--- src/rtl/bcd_pkg.sv ---
// Shared widths, adjust constants and state encoding for the bcd2bin converter.
// DIGIT_MAX exists only when BCD2BIN_DIGIT_CHECK_EN is defined.
package bcd_pkg;

  localparam int N_DIGITS = 4;
  localparam int DIGIT_W  = 4;
  localparam int BCD_W    = N_DIGITS * DIGIT_W;
  localparam int BIN_W    = 14;
  localparam int N_SHIFTS = 14;
  localparam int CNT_W    = 4;

  localparam logic [DIGIT_W-1:0] BCD_ADJ    = 4'd3;
  localparam logic [DIGIT_W-1:0] ADJ_THRESH = 4'd7;

`ifdef BCD2BIN_DIGIT_CHECK_EN
  localparam logic [DIGIT_W-1:0] DIGIT_MAX = 4'd9;
`endif

  typedef enum logic [1:0] {
    ST_IDLE = 2'b00,
    ST_OP   = 2'b01,
    ST_DONE = 2'b10
  } state_e;

endpackage

--- src/rtl/bcd2bin_if.sv ---
// Request/result bundle between digit-entry logic (master) and the bcd2bin
// converter (slave).
interface bcd2bin_if;
  import bcd_pkg::*;

  logic             start;
  logic [3:0]       bcd3;
  logic [3:0]       bcd2;
  logic [3:0]       bcd1;
  logic [3:0]       bcd0;
  logic             ready;
  logic             done_tick;
  logic [BIN_W-1:0] bin;
  logic             err;

  modport master (
    output start, bcd3, bcd2, bcd1, bcd0,
    input  ready, done_tick, bin, err
  );

  modport slave (
    input  start, bcd3, bcd2, bcd1, bcd0,
    output ready, done_tick, bin, err
  );

endinterface

--- src/rtl/bcd_digit_adj.sv ---
// One BCD digit of the reverse double-dabble correction: a digit that picked
// up a half-ten from its neighbour (value above 7) is pulled back by 3.
module bcd_digit_adj
  import bcd_pkg::*;
(
  input  logic [DIGIT_W-1:0] d_i,
  output logic [DIGIT_W-1:0] d_o
);

  assign d_o = (d_i > ADJ_THRESH) ? d_i - BCD_ADJ : d_i;

endmodule

--- src/rtl/bcd2bin.sv ---
// Sequential 4-digit BCD to 14-bit binary converter (reverse double-dabble).
// Define BCD2BIN_DIGIT_CHECK_EN to reject digits above 9 and drive err.
module bcd2bin
  import bcd_pkg::*;
(
  input  logic       clk,
  input  logic       reset,
  bcd2bin_if.slave   bus
);

  state_e           state_q, state_d;
  logic [CNT_W-1:0] n_q, n_d;
  logic [BCD_W-1:0] bcd_q, bcd_d;
  logic [BIN_W-1:0] bin_q, bin_d;

  logic [BCD_W-1:0] bcd_in;
  logic [BCD_W-1:0] bcd_shift;
  logic [BCD_W-1:0] bcd_adj;
  logic [BIN_W-1:0] bin_shift;

  assign bcd_in = {bus.bcd3, bus.bcd2, bus.bcd1, bus.bcd0};

  // The BCD LSB falls into the binary MSB on every shift.
  assign {bcd_shift, bin_shift} = {bcd_q, bin_q} >> 1;

  for (genvar g = 0; g < N_DIGITS; g++) begin : g_adj
    bcd_digit_adj u_adj (
      .d_i (bcd_shift[g*DIGIT_W +: DIGIT_W]),
      .d_o (bcd_adj[g*DIGIT_W +: DIGIT_W])
    );
  end

`ifdef BCD2BIN_DIGIT_CHECK_EN
  logic                err_q, err_d;
  logic [N_DIGITS-1:0] digit_bad;

  for (genvar g = 0; g < N_DIGITS; g++) begin : g_chk
    assign digit_bad[g] = (bcd_in[g*DIGIT_W +: DIGIT_W] > DIGIT_MAX);
  end
`endif

  always_comb begin
    // NOTE: every signal gets its hold value first so no path leaves it unassigned (no latch).
    state_d = state_q;
    n_d     = n_q;
    bcd_d   = bcd_q;
    bin_d   = bin_q;
`ifdef BCD2BIN_DIGIT_CHECK_EN
    err_d   = err_q;
`endif

    case (state_q)
      ST_IDLE: begin
        if (bus.start) begin
          bcd_d   = bcd_in;
          bin_d   = '0;
          n_d     = CNT_W'(N_SHIFTS);
          state_d = ST_OP;
`ifdef BCD2BIN_DIGIT_CHECK_EN
          err_d   = 1'b0;
          if (|digit_bad) begin
            state_d = ST_DONE;
            err_d   = 1'b1;
          end
`endif
        end
      end

      ST_OP: begin
        bcd_d = bcd_adj;
        bin_d = bin_shift;
        n_d   = n_q - CNT_W'(1);
        if (n_q == CNT_W'(1)) state_d = ST_DONE;
      end

      ST_DONE: state_d = ST_IDLE;

      default: state_d = ST_IDLE;
    endcase
  end

  always_ff @(posedge clk) begin
    // NOTE: sequential state uses non-blocking assignments so every register samples pre-edge values.
    if (reset) begin
      state_q <= ST_IDLE;
      n_q     <= '0;
      bcd_q   <= '0;
      bin_q   <= '0;
`ifdef BCD2BIN_DIGIT_CHECK_EN
      err_q   <= 1'b0;
`endif
    end else begin
      state_q <= state_d;
      n_q     <= n_d;
      bcd_q   <= bcd_d;
      bin_q   <= bin_d;
`ifdef BCD2BIN_DIGIT_CHECK_EN
      err_q   <= err_d;
`endif
    end
  end

  assign bus.ready     = (state_q == ST_IDLE);
  assign bus.done_tick = (state_q == ST_DONE);
  assign bus.bin       = bin_q;
`ifdef BCD2BIN_DIGIT_CHECK_EN
  assign bus.err       = err_q;
`else
  assign bus.err       = 1'b0;
`endif

endmodule

--- src/flat_wrapper.sv ---
// flat-port wrapper written by rule: the top's interface ports become plain ports
module bcd2bin_flat import bcd_pkg::*;
  (clk, reset, bus_start, bus_bcd3, bus_bcd2, bus_bcd1, bus_bcd0, bus_ready, bus_done_tick, bus_bin, bus_err);
  bcd2bin_if bus_i ();
  input  logic clk;
  input  logic reset;
  input wire logic [$bits(bus_i.start)-1:0] bus_start;
  input wire logic [$bits(bus_i.bcd3)-1:0] bus_bcd3;
  input wire logic [$bits(bus_i.bcd2)-1:0] bus_bcd2;
  input wire logic [$bits(bus_i.bcd1)-1:0] bus_bcd1;
  input wire logic [$bits(bus_i.bcd0)-1:0] bus_bcd0;
  output wire logic [$bits(bus_i.ready)-1:0] bus_ready;
  output wire logic [$bits(bus_i.done_tick)-1:0] bus_done_tick;
  output wire logic [$bits(bus_i.bin)-1:0] bus_bin;
  output wire logic [$bits(bus_i.err)-1:0] bus_err;
  assign bus_i.start = bus_start;
  assign bus_i.bcd3 = bus_bcd3;
  assign bus_i.bcd2 = bus_bcd2;
  assign bus_i.bcd1 = bus_bcd1;
  assign bus_i.bcd0 = bus_bcd0;
  assign bus_ready = bus_i.ready;
  assign bus_done_tick = bus_i.done_tick;
  assign bus_bin = bus_i.bin;
  assign bus_err = bus_i.err;
  bcd2bin u_core (.clk(clk), .reset(reset), .bus(bus_i));
endmodule
--- config.mk ---
export PLATFORM = sky130hd
export DESIGN_NAME = bcd2bin_flat
export DESIGN_NICKNAME = d
export VERILOG_FILES = /design/src/rtl/bcd_pkg.sv /design/src/rtl/bcd2bin_if.sv /design/src/rtl/bcd_digit_adj.sv /design/src/rtl/bcd2bin.sv /design/src/flat_wrapper.sv
export SDC_FILE = /design/constraint.sdc
export NUM_CORES = 1
export LEC_CHECK = 0
export BUFFER_PORTS_ARGS = -buffer_cell sky130_fd_sc_hd__buf_2
export CAP_MARGIN = 10
export CORE_MARGIN = 2
export CORE_UTILIZATION = 54
export DETAILED_ROUTE_END_ITERATION = 10
export PLACE_DENSITY = 0.83
export SKIP_CTS_REPAIR_TIMING = 1
export SLEW_MARGIN = 15
export SYNTH_ARGS = -nofsm -noshare
export SYNTH_HDL_FRONTEND = slang
export SYNTH_SLANG_ARGS = --single-unit
--- constraint.sdc ---
create_clock -name clk -period 1.6 [get_ports clk]
set_input_delay 0.08 -clock clk [delete_from_list [all_inputs] [get_ports clk]]
set_output_delay 0.08 -clock clk [all_outputs]
set_load 0.01 [all_outputs]
Word-level counts from Yosys, hierarchy flattened:

Cells that the tools add are included.

* add/subtract/negate cells: 5
* $lt $le $gt $ge: 4
* multiplexer cells: 13
* reductions and logical operators: 4
* equal/unequal tests: 5

Operator list (number)
* case mux 16 bit (2 select lines): 1
* case mux 14 bit (2 select lines): 1
* 2-to-1 mux 4 bit: 5
* 2-to-1 mux 16 bit: 1
* 2-to-1 mux 14 bit: 1
* greater-than comparator 4 x 3 -> 1 bit (second input constant): 3
* subtractor 4 x 2 -> 4 bit (second input constant): 3
* case mux 4 bit (2 select lines): 1
* equality test 4 x 1 -> 1 bit (second input constant): 1
* 2-to-1 mux 2 bit: 2
* case mux 2 bit (2 select lines): 1
* AND reduction 2 bit: 2
* subtractor 3 x 2 -> 4 bit (second input constant): 1
* subtractor 4 x 1 -> 4 bit (second input constant): 1
* greater-than comparator 3 bit (second input constant): 1
* equality test 2 x 1 -> 1 bit (second input constant): 1
* equality test 2 bit (second input constant): 1
* logical NOT 2 bit: 1
* inequality test 2 x 1 -> 1 bit (second input constant): 1
* inequality test 2 bit (second input constant): 1
* nonzero test 2 bit: 1

* logic and storage cells: 35
* flip-flop bits (word level): 36
* bits of input ports: 19

Depth between registers and ports, before layout:

Gate-level depths: netlist (run 1).

* depth after elaboration: 3
* mapped depth: 6
* mapped depth without buffers: 6

Modules after synthesis:

Synthesis (run 1) repeated with hierarchy kept, for this count alone.

* cell total of the unflattened synthesis: 231
* area total of the unflattened synthesis: 1961.9 sq um

By module, submodules not included
* bcd2bin: area an instance 1711.6 sq um, cells each 203, instances 1
* bcd_digit_adj: area an instance 62.6 sq um, cells each 7, instances 4

Worst setup path before layout (run 1):

Ideal clock, no wire load.

* kind: reg2reg
* start point: register u_core.bcd_q[1]
* end point: register u_core.bcd_q[1]
* library setup time: 132 ps
* period minus slack after synthesis: 1299 ps
* path slack: 301 ps
* data required time: 1468 ps
* stages on the path, launching flop included: 5
* arrival: 1167 ps
* cell sequence: dfxtp_1 -> ha_1 -> mux2_2 -> a221oi_1 -> nor3_1

* longest elaborated chain between the ends: 3
* elaborated cells on any way between the ends: 4

RTL lines
* start, declared: RTL line bcd2bin.sv:13 `logic [BCD_W-1:0] bcd_q, bcd_d;`
* start signal, assigned: RTL line bcd2bin.sv:87 `bcd_q <= '0;`
* start signal, assigned: RTL line bcd2bin.sv:95 `bcd_q <= bcd_d;`
* subtractor 4 x 2 -> 4 bit / greater-than comparator 4 x 3 -> 1 bit (equally long branches): RTL line bcd_digit_adj.sv:10 `assign d_o = (d_i > ADJ_THRESH) ? d_i - BCD_ADJ : d_i;`
* 2-to-1 mux 4 bit (*): RTL line bcd_digit_adj.sv:10
* case mux 16 bit (2 select lines) (*): RTL line bcd2bin.sv:52 `case (state_q)`

Every way passes the cells marked *; elsewhere a longest branch is shown, timed or not.
A chain may end at the register's enable or synchronous reset.

Final worst setup path (run 1):

* start point: register u_core.bcd_q[13]
* end point: register u_core.bcd_q[13]

* longest elaborated chain between the ends: 3
* elaborated cells on any way between the ends: 4

RTL lines (RTL line)
* subtractor 3 x 2 -> 4 bit / greater-than comparator 3 bit (equally long branches): bcd_digit_adj.sv:10
* 2-to-1 mux 4 bit (*): bcd_digit_adj.sv:10
* case mux 16 bit (2 select lines) (*): bcd2bin.sv:52

Marked as above.

==> summary.md, run 1 <==
| Metric | Value |
|---|---|
| Fill count | 276 |
| Reg2Reg Depth | 6 |
| Int Pwr | 1500 uW |
| Crit path cell chain | ha_1 > ha_1 > nor2_1 > nand3_1 > a32oi_1 > a21oi_1 |
| Area leader, netlist | dfxtp_1 |
| Fin crit period | ~1400 ps |
| Die ar. | 0.003711 mm2 |
| Row count | 20 |
| Sequential power share | 0.489 |
| Reg-to-Reg End | u_core.bcd_q[13] |
| Synthesized flop and latch total | 36 |
| Syn. warnings | 0 |
| Critical path class | register to register |
| Pin count of the biggest net entering global routing | 28 |
| CTS Buf Count | 5 |
| Net Sw Power | between 500 and 600 uW |
| Final setup fails | 0 |
| Post-Syn Nets | 227 |
| Wire per inst | 13.58 um |
| Post-route cell area | about 0.0021 mm2 |
| CTS tree | yes |
| Max incr delay on CP | 390 ps |
| Vias in the first global route | 1455 |
| Routed vias/inst | about 5.6 |
| Ys async rst share | 0 |
| Die Span Y | 60.92 um |
| Measured slew at the worst slew-check pin | 528.0 ps |
| Comb power frac | 0.152 |
| Initial Util | 0.5683 |
| FMAX | 0.7047 GHz |
| Nets | ~260 |
| Hold Crit Class | input pin to register |
| Slowest-stage cell, CP | dfxtp_1 |
| Worst setup EP type | register |
| First-pass DRT Iterations | 4 |
| Worst-path fanout max | 6 |
| Final setup skew | about 7.6 ps |
| Post-DP Area | 0.001958 mm2 |
| Final Hold Viols | 0 |
| CTS clk-pin slew, worst paths | about 120 ps |
| Arrival @ worst endpoint | 1660 ps |
| Later-pin clock latency in the skew report | between 300 and 400 ps |
| Switching Share | 0.2639 |
| Mapped cell area | 0.001749 mm2 |
| RD Place Congestion | approximately 0.79 |
| Grt total ovfl | 0 |
| Routed WL | ~3800 um |
| Initial DRC Count | 64 |
| Setup crit start | u_core.bcd_q[13] |
| Antenna violations before repair | 0 |
| Post-synth top area share | 0.4120 |
| CTS max path bufs | 2 |
| Status | complete, no violations |
| Netlist cell types | 38 |
| Number of flops mapped to enable cells by yosys | 0 |
| VDD IR max | ~0.68 mV |
| ANT cells | 0 |
| PD cells | about 980 mW/mm2 |
| Root buf cell | clkbuf_4 |
| R2r setup slk | 180 ps |
| Via Count | about 1600 |
| Post-Synthesis Cells | approximately 200 |
| Critical Path Most Common Cell | ha_1 |
| Hpwl dp | around 2500 um |
| RSZ-0062 raised after global routing | no |
| Worst hold path stage count | 3 |
| All-Layer GR Usage | 0.2333 |
| Max-cap violations | 0 |
| Post-route ant nets | 0 |
| Ranking of synthesized cells by area | dfxtp_1 (41%), a22oi_1 (8.2%), nor2_1 (7.7%) |
| Tcrit/Tclk final | 0.8869 |
| Reg2reg start | u_core.bcd_q[13] |
| Ports | 36 |
| Post-Syn Area per Cell | 8.702 um2 |
| Die width | 60.92 um |
| Remaining routing DRC violations | 0 |
| Clk pwr share | 0.359 |
| Min-Delay Startpoint | bus_bcd0[2] |
| CTS sink cnt | 36 |
| P_leak | 0.0008877 uW |
| Top FF cell, synth | dfxtp_1 |
| Slew HR | 0.6476 |
| H-Tree Depth | 2 |
| Sum of negative setup slack | 0 ps |
| Core area | 0.003078 mm2 |
| WP data required | about 1800 ps |
| Sequential fraction of the synthesis area | 0.4120 |
| Worst Hold End | u_core.bcd_q[2] |
| Layout area overhead | 18.96% |
| Startpoint Class | register |
| Share of cells above drive strength 1 | 0.2385 |
| Final Max Slew Viols | 0 |
| Global-route wire length before repair | 6361 um |
| Port Buffers | 34 |
cell usage in the layout, fill, tap and decap left out, types with 7 or more instances in the layout:
master    netlist  final
buf_2           7     34
ha_1            7      7
inv_1           7      7
a21oi_1        13     13
dfxtp_1        36     35
buf_4           3      8
nor2_1         36     36
nor3_1          7      7
nand2b_1        7      7
a22oi_1        19     19
worst max-delay path: cells and delay by family (launching register included):
family	cells	cell delay, ps
adder cells (fa/ha/maj)	2	420
flip-flops	1	390
AO/OA/AOI/OAI	2	320
AND/OR/NAND/NOR	2	180
per-layer routing:
metal / part of all wire / track usage
met5: 0 / 0
met4: 0.020 / 0.1118
met3: 0.048 / 0.04691
met2: 0.47 / 0.3932
met1: 0.46 / 0.2842
sequential cells by signal, summed over array words and instances (netlist names):
name            cells
u_core.bus.bin     14
u_core.state_q      2
u_core.bcd_q       16
u_core.n_q          4
stage by stage:
stage	total power, uW	worst slack (ps)	utilization	instances	hold WS [ps]
after floorplan	1235	301.0	-	201	216.0
after global placement	1312	169.7	0.6362	272	323.8
after detailed placement	1319	155.6	0.6362	272	334.6
after CTS	2043	49.66	0.6671	280	-34.00
after global routing	2140	58.06	0.6760	283	38.50
final	2037	180.9	0.6760	283	24.18
how the worst max path moves through the flow:
stage | end | depth (start not counted) | slack [ps]
floorplan | u_core.bcd_q[1] | 4 | 300
global placement | u_core.n_q[2] | 3 | 170
detailed placement | u_core.n_q[2] | 3 | 160
CTS | bus_done_tick | 3 | 50
global route | u_core.bcd_q[13] | 6 | 60
finish | u_core.bcd_q[13] | 6 | 180
kinds of logic (layout without fill, tap and decap cells):
kind of cell,Yosys count,after routing,share of synthesized area
simple gates,68,69,0.1881
compound gates,58,58,0.2403
flops,36,36,0.4120
buf+inv,22,59,0.05866
fa+ha+maj,7,7,0.05007
xor+xnor,6,6,0.03004
mux,3,3,0.01860
other cells,1,1,0.002144
cells in the mapped netlist (5+ instances only):
cell	number
a22oi_1	19
nor2_1	36
inv_1	7
dfxtp_1	36
a221oi_1	5
nand3b_1	5
nand2_1	5
ha_1	7
clkbuf_1	5
buf_2	7
nor3_1	7
a21oi_1	13
nand2b_1	7
area by class of cell:
cell class	count	area [um2]	share of cell area
inverter	7	26.28	0.01263
sequential	36	721.9	0.3470
clock buffer	7	65.06	0.03127
tap	44	55.05	0.02646
timing repair buffer	44	250.2	0.1203
clock inverter	1	30.03	0.01443
multi-input combinational	144	932.1	0.4480
power groups by stage:
stage	combinational, uW	sequential (uW)	clock (uW)
after floorplan	231	1000	0
after global placement	298	1010	0
after detailed placement	303	1020	0
after CTS	305	996	742
after global routing	356	1010	779
final	310	997	731
(Power assumes the default switching activity.)
==> run 2: changes to the inputs <==
--- a/config.mk
+++ b/config.mk
@@ -8,11 +8,12 @@
 export BUFFER_PORTS_ARGS = -buffer_cell sky130_fd_sc_hd__buf_2
 export CAP_MARGIN = 10
 export CORE_MARGIN = 2
-export CORE_UTILIZATION = 54
+export CORE_UTILIZATION = 55
 export DETAILED_ROUTE_END_ITERATION = 10
 export PLACE_DENSITY = 0.83
 export SKIP_CTS_REPAIR_TIMING = 1
 export SLEW_MARGIN = 15
 export SYNTH_ARGS = -nofsm -noshare
 export SYNTH_HDL_FRONTEND = slang
+export SYNTH_HIERARCHICAL = 1
 export SYNTH_SLANG_ARGS = --single-unit
==> run 2 against run 1 <==
Compared with the run above: clock skew up 2.2 ps; synthesized area rose by 12%; critical endpoint is now bus_done_tick; via count grew 5.5%; largest cell class unchanged; maximum frequency shrank 0.60%; sequential cell count did not move.
==> summary.md, run 2 <==
| Metric | Value |
|---|---|
| Die ar. | 0.004061 mm2 |
| CTS tree | yes |
| CTS Buf Count | 5 |
| Layout area overhead | 12.82% |
| Port Buffers | 34 |
| Switching Share | 0.2946 |
| Post-Synthesis Cells | 231 |
| Routed WL | about 3900 um |
| Die width | 63.73 um |
| R2r setup slk | 270 ps |
| Root buf cell | clkbuf_4 |
| Sum of negative setup slack | 0 ps |
| Top FF cell, synth | dfxtp_1 |
| Reg2Reg Depth | 3 |
| PD cells | between 800 and 900 mW/mm2 |
| Sequential fraction of the synthesis area | 0.3673 |
| Final Max Slew Viols | 0 |
| Post-synth top cells | nor2_1 (44), dfxtp_1 (36), a21oi_1 (34) |
| Worst-path fanout max | 21 |
| Status | complete, no violations |
| CTS max path bufs | 2 |
| Fin crit period | 1428 ps |
| Antenna violations before repair | 0 |
| Wire per inst | around 13 um |
| Worst setup EP type | output port |
| Critical path class | register to output port |
| Syn. warnings | 6 |
| Post-route ant nets | 0 |
| Final setup skew | 9.850 ps |
| Most frequent cells in the layout | nor2_1 (44), dfxtp_1 (36), buf_2 (34), a21oi_1 (34), inv_1 (20) |
| Hold Crit Class | input pin to register |
| FMAX | around 0.70 GHz |
| Area leader, netlist | dfxtp_1 |
| Pin count of the biggest net entering global routing | 24 |
| Die Span Y | 63.73 um |
| Max-cap violations | 0 |
| Initial Util | 0.5788 |
| Ports | 36 |
| CTS sink cnt | 36 |
| Arrival @ worst endpoint | 1350 ps |
| Net Sw Power | around 570 uW |
| Int Pwr | 1365 uW |
| Startpoint Class | register |
| Core area | approximately 0.0034 mm2 |
| H-Tree Depth | 2 |
| Netlist cell types | 29 |
| Reg2reg start | u_core/bcd_q[1] |
| Share of cells above drive strength 1 | 0.2434 |
| Post-synth top area share | 0.3673 |
| Remaining routing DRC violations | 0 |
| Grt total ovfl | 0 |
| Max reg flops | 16 |
| Final Hold Viols | 0 |
| First-pass DRT Iterations | 4 |
| Initial DRC Count | just under 100 |
| Final setup fails | 0 |
| Clk pwr share | 0.262 |
| Mapped cell area | 0.001962 mm2 |
| Overall Power | approximately 1900 uW |
| Post-DP Area | 0.002152 mm2 |
| Top reg by flops | u_core/bcd_q |
| Global-route wire length before repair | 7210 um |
| Row count | 21 |
| Post-route cell area | 0.002213 mm2 |
| Ranking of synthesized cells by area | dfxtp_1 (37%), a21oi_1 (8.7%), nor2_1 (8.4%) |
| Worst Setup EP | bus_done_tick |
| Vias in the first global route | between 1500 and 2000 |
| Comb power frac | 0.207 |
| Post-Syn Area per Cell | 8.493 um2 |
| VDD IR max | 0.5637 mV |
| RD Place Congestion | 0.7793 |
| Sequential power share | 0.531 |
| Number of flops mapped to enable cells by yosys | 0 |
| Commonest non-fill, non-tap cell in the layout | nor2_1 |
| ANT cells | 0 |
| Reg-to-Reg End | u_core/bcd_q[1] |
| Setup crit start | u_core/state_q[1] |
| P_leak | 0.001009 uW |
| WP data required | 1520 ps |
| RSZ-0062 raised after global routing | no |
| CTS clk-pin slew, worst paths | 110 ps |
| Min-Delay Startpoint | bus_bcd3[3] |
| Later-pin clock latency in the skew report | 340 ps |
| Synthesized flop and latch total | 36 |
| Routed vias/inst | 5.361 |
| Hpwl dp | about 2700 um |
| Most frequent cell after synthesis | nor2_1 |
| Tcrit/Tclk final | 0.8923 |
| Via Count | 1678 |
| Ys async rst share | 0 |
| Nets | 291 |
| All-Layer GR Usage | 0.2239 |
-- run 2: cell types whose count changed after synthesis, sizes merged, moves of 5 or more --
cell	change
nor2	+7
a22oi	-5
nor3	-5
a21oi	+21
nor2b	+6
o221a	+15
buf	+6
inv	+13
-- run 2: power groups by stage --
stage / Clock, uW / Combinational, uW / Sequential (uW)
global route: 576 / 457 / 1040
finish: 507 / 401 / 1030
floorplan: 0 / 325 / 1030
detailed placement: 0 / 398 / 1050
global placement: 0 / 386 / 1050
CTS: 523 / 401 / 1030
-- run 2: cells by family (layout without fill, tap and decap cells) --
kind of cell    after synthesis  in the layout  share of synthesized area
mux                           6              6                    0.04082
buf+inv                      40             72                     0.1033
simple gates                 62             62                     0.1397
compound gates               72             72                     0.2730
xor+xnor                      8              8                    0.03571
flops                        36             36                     0.3673
fa+ha+maj                     6              6                    0.03826
other cells                   1              5                   0.001911
-- run 2: layer usage --
metal / vias to the layer above / global-route usage / share of wire
met5: - / 0 / 0
met4: 0 / 0.1196 / 0.017
met3: 7 / 0.05893 / 0.040
met2: 27 / 0.3711 / 0.49
met1: 778 / 0.2631 / 0.45
li1: 866 / - / -
-- run 2: worst min-delay path by stage --
stage,to,slack [ps],depth (start not counted)
2_1_floorplan,u_core/bcd_q[0],350,3
3_3_place_gp,u_core/bcd_q[15],470,3
3_5_place_dp,u_core/bcd_q[15],480,3
4_1_cts,u_core/bcd_q[15],120,3
5_1_grt,u_core/bcd_q[15],130,3
6_report,u_core/bcd_q[15],130,3
-- run 2: per-stage QoR --
| step | hold WS, ps | instances | setup slack (ps) | utilization |
|---|---|---|---|---|
| after floorplan | 354.2 | 235 | 352.8 | - |
| after global placement | 474.1 | 305 | 336.5 | 0.6349 |
| after detailed placement | 478.2 | 305 | 281.1 | 0.6349 |
| after CTS | 115.1 | 313 | 151.4 | 0.6530 |
| after global routing | 132.9 | 313 | 65.28 | 0.6530 |
| final | 127.3 | 313 | 172.3 | 0.6530 |
-- run 2: final cells by class --
| class | instances | area [um2] |
|---|---|---|
| clock buffers | 6 | 51.30 |
| clock inverters | 2 | 10.01 |
| fillers | 281 | 1176 |
| inverters | 20 | 75.07 |
| multi-input cells | 159 | 1054 |
| flip-flops and latches | 36 | 720.7 |
| well taps | 46 | 57.56 |
| repair buffers | 44 | 245.2 |
-- run 2: critical path, cell delays in order (launching register included) --
cell and delay (ps):
dfxtp_1 420, buf_4 270, nor2b_1 170, buf_2 140
